### src/rtl/fft_reorder_if.sv
// Streaming port bundle for the FFT output reorder unit: bit-reversed samples in,
// natural-order samples out with index and end-of-frame marker.
interface fft_reorder_if #(
    parameter int DW   = 17,
    parameter int LOGN = 5
);
    logic                   valid_i;
    logic signed [DW-1:0]   data_in_r;
    logic signed [DW-1:0]   data_in_i;
    logic                   valid_o;
    logic signed [DW-1:0]   data_out_r;
    logic signed [DW-1:0]   data_out_i;
    logic [LOGN-1:0]        index_o;
    logic                   last_o;

    modport master (
        output valid_i, data_in_r, data_in_i,
        input  valid_o, data_out_r, data_out_i, index_o, last_o
    );

    modport slave (
        input  valid_i, data_in_r, data_in_i,
        output valid_o, data_out_r, data_out_i, index_o, last_o
    );
endinterface

### src/rtl/fft_reorder.sv
// Ping-pong reorder buffer turning bit-reversed FFT frames into natural-order bursts;
// one bank fills while the other drains, so back-to-back frames never stall.
module fft_reorder #(
    parameter int DW   = 17,
    parameter int N    = 32,
    parameter int LOGN = 5
) (
    input  logic          clk,
    input  logic          rst_n,
    fft_reorder_if.slave  bus
);
    localparam logic [LOGN-1:0] LAST = LOGN'(N - 1);

    typedef enum logic {R_IDLE, R_READ} rd_state_t;

    rd_state_t            state;
    rd_state_t            state_nxt;
    logic [LOGN-1:0]      wr_cnt;
    logic                 wr_bank;
    logic [LOGN-1:0]      rd_cnt;
    logic                 rd_bank;
    logic [1:0]           full;
    logic [1:0]           full_nxt;
    logic                 wr_done;
    logic                 rd_en;
    logic                 rd_done;
    logic                 other_bank;

    logic signed [DW-1:0] mem_r [2][N];
    logic signed [DW-1:0] mem_i [2][N];

    function automatic logic [LOGN-1:0] bitrev(input logic [LOGN-1:0] a);
        logic [LOGN-1:0] r;
        r = '0;
        for (int b = 0; b < LOGN; b++) begin
            r[b] = a[LOGN-1-b];
        end
        return r;
    endfunction

    assign wr_done    = bus.valid_i && (wr_cnt == LAST);
    assign other_bank = ~rd_bank;

    always_ff @(posedge clk) begin
        if (!rst_n) begin
            wr_cnt  <= '0;
            wr_bank <= 1'b0;
        end else if (bus.valid_i) begin
            wr_cnt <= wr_cnt + 1'b1;
            if (wr_done) begin
                wr_bank <= ~wr_bank;
            end
        end
    end

    // Sample storage is deliberately not reset; the full flags alone say what is valid.
    always_ff @(posedge clk) begin
        if (rst_n && bus.valid_i) begin
            mem_r[wr_bank][bitrev(wr_cnt)] <= bus.data_in_r;
            mem_i[wr_bank][bitrev(wr_cnt)] <= bus.data_in_i;
        end
    end

    // Writer and reader always touch different banks, so set and clear never collide.
    always_comb begin
        full_nxt = full;
        if (wr_done) begin
            full_nxt[wr_bank] = 1'b1;
        end
        if (rd_done) begin
            full_nxt[rd_bank] = 1'b0;
        end
    end

    always_ff @(posedge clk) begin
        if (!rst_n) begin
            full <= 2'b00;
        end else begin
            full <= full_nxt;
        end
    end

    always_ff @(posedge clk) begin
        if (!rst_n) begin
            state <= R_IDLE;
        end else begin
            state <= state_nxt;
        end
    end

    always_comb begin
        state_nxt = state;
        case (state)
            R_IDLE: begin
                if (full[rd_bank]) begin
                    state_nxt = R_READ;
                end
            end
            R_READ: begin
                if (rd_done && !(full[other_bank] || (wr_done && (wr_bank == other_bank)))) begin
                    state_nxt = R_IDLE;
                end
            end
            default: state_nxt = R_IDLE;
        endcase
    end

    always_comb begin
        rd_en   = (state == R_READ);
        rd_done = rd_en && (rd_cnt == LAST);
    end

    always_ff @(posedge clk) begin
        if (!rst_n) begin
            rd_cnt  <= '0;
            rd_bank <= 1'b0;
        end else begin
            if (rd_en) begin
                rd_cnt <= rd_cnt + 1'b1;
            end else begin
                rd_cnt <= '0;
            end
            if (rd_done) begin
                rd_bank <= ~rd_bank;
            end
        end
    end

    // Data and index hold their last values between bursts.
    always_ff @(posedge clk) begin
        if (!rst_n) begin
            bus.valid_o    <= 1'b0;
            bus.last_o     <= 1'b0;
            bus.index_o    <= '0;
            bus.data_out_r <= '0;
            bus.data_out_i <= '0;
        end else begin
            bus.valid_o <= rd_en;
            bus.last_o  <= rd_done;
            if (rd_en) begin
                bus.index_o    <= rd_cnt;
                bus.data_out_r <= mem_r[rd_bank][rd_cnt];
                bus.data_out_i <= mem_i[rd_bank][rd_cnt];
            end
        end
    end
endmodule
### src/flat_wrapper.sv
// flat-port wrapper written by rule: the top's interface ports become plain ports
module fft_reorder_flat 
#(
    parameter int DW   = 17,
    parameter int N    = 32,
    parameter int LOGN = 5
)
  (clk, rst_n, bus_valid_i, bus_data_in_r, bus_data_in_i, bus_valid_o, bus_data_out_r, bus_data_out_i, bus_index_o, bus_last_o);
  fft_reorder_if #(.DW(DW), .LOGN(LOGN)) bus_i ();
  input  logic clk;
  input  logic rst_n;
  input wire logic [$bits(bus_i.valid_i)-1:0] bus_valid_i;
  input wire logic [$bits(bus_i.data_in_r)-1:0] bus_data_in_r;
  input wire logic [$bits(bus_i.data_in_i)-1:0] bus_data_in_i;
  output wire logic [$bits(bus_i.valid_o)-1:0] bus_valid_o;
  output wire logic [$bits(bus_i.data_out_r)-1:0] bus_data_out_r;
  output wire logic [$bits(bus_i.data_out_i)-1:0] bus_data_out_i;
  output wire logic [$bits(bus_i.index_o)-1:0] bus_index_o;
  output wire logic [$bits(bus_i.last_o)-1:0] bus_last_o;
  assign bus_i.valid_i = bus_valid_i;
  assign bus_i.data_in_r = bus_data_in_r;
  assign bus_i.data_in_i = bus_data_in_i;
  assign bus_valid_o = bus_i.valid_o;
  assign bus_data_out_r = bus_i.data_out_r;
  assign bus_data_out_i = bus_i.data_out_i;
  assign bus_index_o = bus_i.index_o;
  assign bus_last_o = bus_i.last_o;
  fft_reorder #(.DW(DW), .N(N), .LOGN(LOGN)) u_core (.clk(clk), .rst_n(rst_n), .bus(bus_i));
endmodule
### config.mk
export PLATFORM = sky130hd
export DESIGN_NAME = fft_reorder_flat
export DESIGN_NICKNAME = d
export VERILOG_FILES = /design/src/rtl/fft_reorder_if.sv /design/src/rtl/fft_reorder.sv /design/src/flat_wrapper.sv
export SDC_FILE = /design/constraint.sdc
export NUM_CORES = 2
export LEC_CHECK = 0
export ABC_AREA = 1
export CAP_MARGIN = 25
export CORE_ASPECT_RATIO = 0.8
export CORE_MARGIN = 2
export CORE_UTILIZATION = 49
export DETAILED_ROUTE_END_ITERATION = 10
export GPL_TIMING_DRIVEN = 0
export MAX_ROUTING_LAYER = met4
export PLACE_DENSITY_LB_ADDON = 0.2
export SYNTH_ARGS = -nofsm -noshare
export SYNTH_HDL_FRONTEND = slang
export SYNTH_SLANG_ARGS = --single-unit
### constraint.sdc
create_clock -name clk -period 11.3 [get_ports clk]
set_input_delay 1.695 -clock clk [delete_from_list [all_inputs] [get_ports clk]]
set_output_delay 1.695 -clock clk [all_outputs]
set_load 0.02 [all_outputs]
==> metrics <==
status completed; Core ar. about 0.18 mm2; Synthesized Nets between 7k and 8k; dpl cell area a little under 0.1 mm2; CTS resizes 0; Slew Viols, Final 0; IO Port Bufs 76; Post CTS Setup Buffer Count 0; post-synthesis instance total between 7k and 8k; Top Layer Used met4; initial DRC count between 10k and 15k; vias in the first global route 59.1k; DRT Pass-1 Iters 8; VDD IR max 0.154 mV; total number of vias about 65k; setup TNS 0 ns; Die Ht 386 um; arrival time worst endpoint approximately 5.3 ns; Primary FF master, synth edfxtp_1; largest area contributor in the netlist edfxtp_1; FF-to-FF setup slack ~7.6 ns; Mapped Area about 0.089 mm2; Clock Latency Late Sink 0.87 ns; RSZ-0062 raised after global routing false; final hold viol count 0; Critical R2R Launch u_core.rd_cnt[2]$_SDFF_PN0_; DP Cell Count roughly 10k; via/cell ratio slightly above 6; pin count of the biggest net entering global routing between 60 and 70; final-report setup violation count 0; Mean Syn Cell Area about 12 um2; layout cells sized above 1 0.112; fin area about 0.10 mm2; Site Rows 140; reg2reg end u_core.bus.data_out_r[9]$_SDFFE_PN0P_; top cells by count, synth nand2_1, edfxtp_1, nand3_1; required arrival time at the worst endpoint between 10 and 15 ns; cts bufs inserted ~210; Fill cells approximately 15k; antenna violations before repair 16; metal3 WL approximately 55 mm; Slew @ Worst Pin between 1 and 1.5 ns; wire per inst ~31 um; Yosys cell types 26; # hold bufs at CTS 0; period utilization 0.417; Total GRT Usage 0.366; sequential area share after synthesis 0.745; final wirelength approximately 330 mm; CTS root buffer clkbuf_16; remaining antenna violation count 0; Die Span X 481 um; GR Overflow Total 0; Post-DP HPWL around 230 mm; synth top area cells edfxtp_1, nand2_1, nand3_1; worst min path class flip-flop to flip-flop; Area growth syn-to-layout 15.6%; # DRC 0; Synth Warn # 0; most frequent cell after synthesis nand2_1; Net count, final 8,045; final instance count without filler cells 10.6k; Yosys reg bits 2,233; CTS tree built; Layout Utilization 0.568; die footprint ~0.19 mm2; PwrDens between 150 and 200 mW/mm2; Crit Path Class input port to flip-flop; multi-input combinational cell area roughly 0.021 mm2; final hold slack roughly 0.52 ns; Worst Path Max Fanout 10; I/O pin count 78; capture point of the worst path u_core.mem_i[0][2]$_DFFE_PP_; clk sinks approximately 2.2k; Leak Pwr approximately 37 nW; first-pass GRT wire length about 460 mm; M1 WL around 120 mm; Initial Util 0.492; FF/Latch Area 0.0665 mm2; worst r2r path cells 9; start point of the critical path rst_n; Clock Pin Slew Worst Setup and Hold Paths roughly 0.07 ns; Slew HR 0.195; top-area cell type share of the netlist area 0.732; metal2 WL about 140 mm; H-tree depth 4; Worst setup SP type input port; clock tree buffer depth 3; number of synthesized flops with an enable pin 2,176; clock skew between 0.03 and 0.04 ns; Final min period around 4.7 ns; Async S/R FF share, synth 0; Critical Path End Type flip-flop; # Max-Cap Violations 0; max frequency between 200 and 250 MHz; Routability Congestion 1.04
[cell families (layout without fill, tap and decap cells)]
group	after synthesis	after routing	share of synthesized area
DFF	2233	2233	0.745
buffers and inverters	518	1199	0.0281
other	0	9	0
AOI/OAI and AO/OA	381	381	0.0223
and+or+nand+nor	4352	4352	0.203
adders and majority gates	9	9	0.00126
[worst min-delay path by stage]
stage,start,slack [ns],end,cells past startpoint
global route,u_core.bus.index_o[4]$_SDFFE_PN0P_,0.54,u_core.bus.index_o[4]$_SDFFE_PN0P_,2
finish,u_core.full[0]$_SDFF_PN0_,0.52,u_core.full[0]$_SDFF_PN0_,2
floorplan,u_core.full[0]$_SDFF_PN0_,0.45,u_core.full[0]$_SDFF_PN0_,2
global placement,u_core.full[0]$_SDFF_PN0_,0.48,u_core.full[0]$_SDFF_PN0_,2
detailed placement,u_core.full[0]$_SDFF_PN0_,0.49,u_core.full[0]$_SDFF_PN0_,2
CTS,u_core.full[0]$_SDFF_PN0_,0.52,u_core.full[0]$_SDFF_PN0_,2
[critical path: stages]
cell      delay [ns]
clkbuf_1        0.71
nand2_1         0.21
nor3_1          0.76
inv_1           0.31
nor3_2          0.90
buf_6           0.30
buf_6           0.19
buf_6           0.16
[layout by cell type, fill, tap and decap left out, types with 4 or more instances in the layout]
master / count
inv_2: 4
nor3_1: 11
buf_12: 53
clkbuf_1: 155
o21ai_0: 97
nor2_1: 156
buf_2: 289
clkinv_2: 28
nor3_2: 28
clkinv_1: 56
buf_16: 16
o211ai_1: 4
a31oi_1: 8
buf_4: 64
edfxtp_1: 2176
nand3_1: 1402
clkbuf_8: 5
nor2_4: 37
a21boi_0: 4
clkbuf_16: 217
diode_2: 9
o22ai_1: 29
a211oi_1: 8
buf_6: 116
dfxtp_1: 57
nand2_1: 2716
ha_1: 9
buf_1: 61
bufinv_16: 11
inv_1: 37
clkdlybuf4s50_1: 42
a21oi_1: 231
buf_8: 35
[layer usage]
layer  vias up  track usage
met5         -            -
met1     31869        0.495
met2      5078        0.495
li1      27411            -
met3       808        0.137
met4         0        0.157
[stage by stage]
| step | total power [W] | worst slack (ns) |
|---|---|---|
| global route | 0.0166 | 6.67 |
| CTS | 0.0163 | 6.92 |
| finish | 0.0163 | 6.59 |
| floorplan | 0.00932 | 5.91 |
| detailed placement | 0.00954 | 6.03 |
| global placement | 0.00953 | 1.55 |
[state kept, by name, summed over array words and instances (netlist names), 2 cells and up, named ones only]
signal                 cells
u_core.bus.data_out_r     17
u_core.full                2
u_core.mem_r            1088
u_core.rd_cnt              5
u_core.bus.index_o         5
u_core.mem_i            1088
u_core.bus.data_out_i     17
u_core.wr_cnt              5
[layout make-up]
type | count | share of cell area
timing repair buffer | 293 | 0.0379
buffer | 474 | 0.0227
multi-input combinational | 4742 | 0.200
antenna | 9 | 0.000218
clock inverter | 102 | 0.00781
inverter | 44 | 0.00163
tap | 2414 | 0.0293
clock buffer | 286 | 0.0556
sequential | 2233 | 0.644
[power by group]
| group | leakage [nW] | switching (W) | internal [W] |
|---|---|---|---|
| registers | 20.0 | 0.00000502 | 0.00910 |
| logic | 13.9 | 0.000223 | 0.0000457 |
| clock network | 3.19 | 0.00315 | 0.00379 |
No activity file was read; power rests on OpenSTA's default activity.
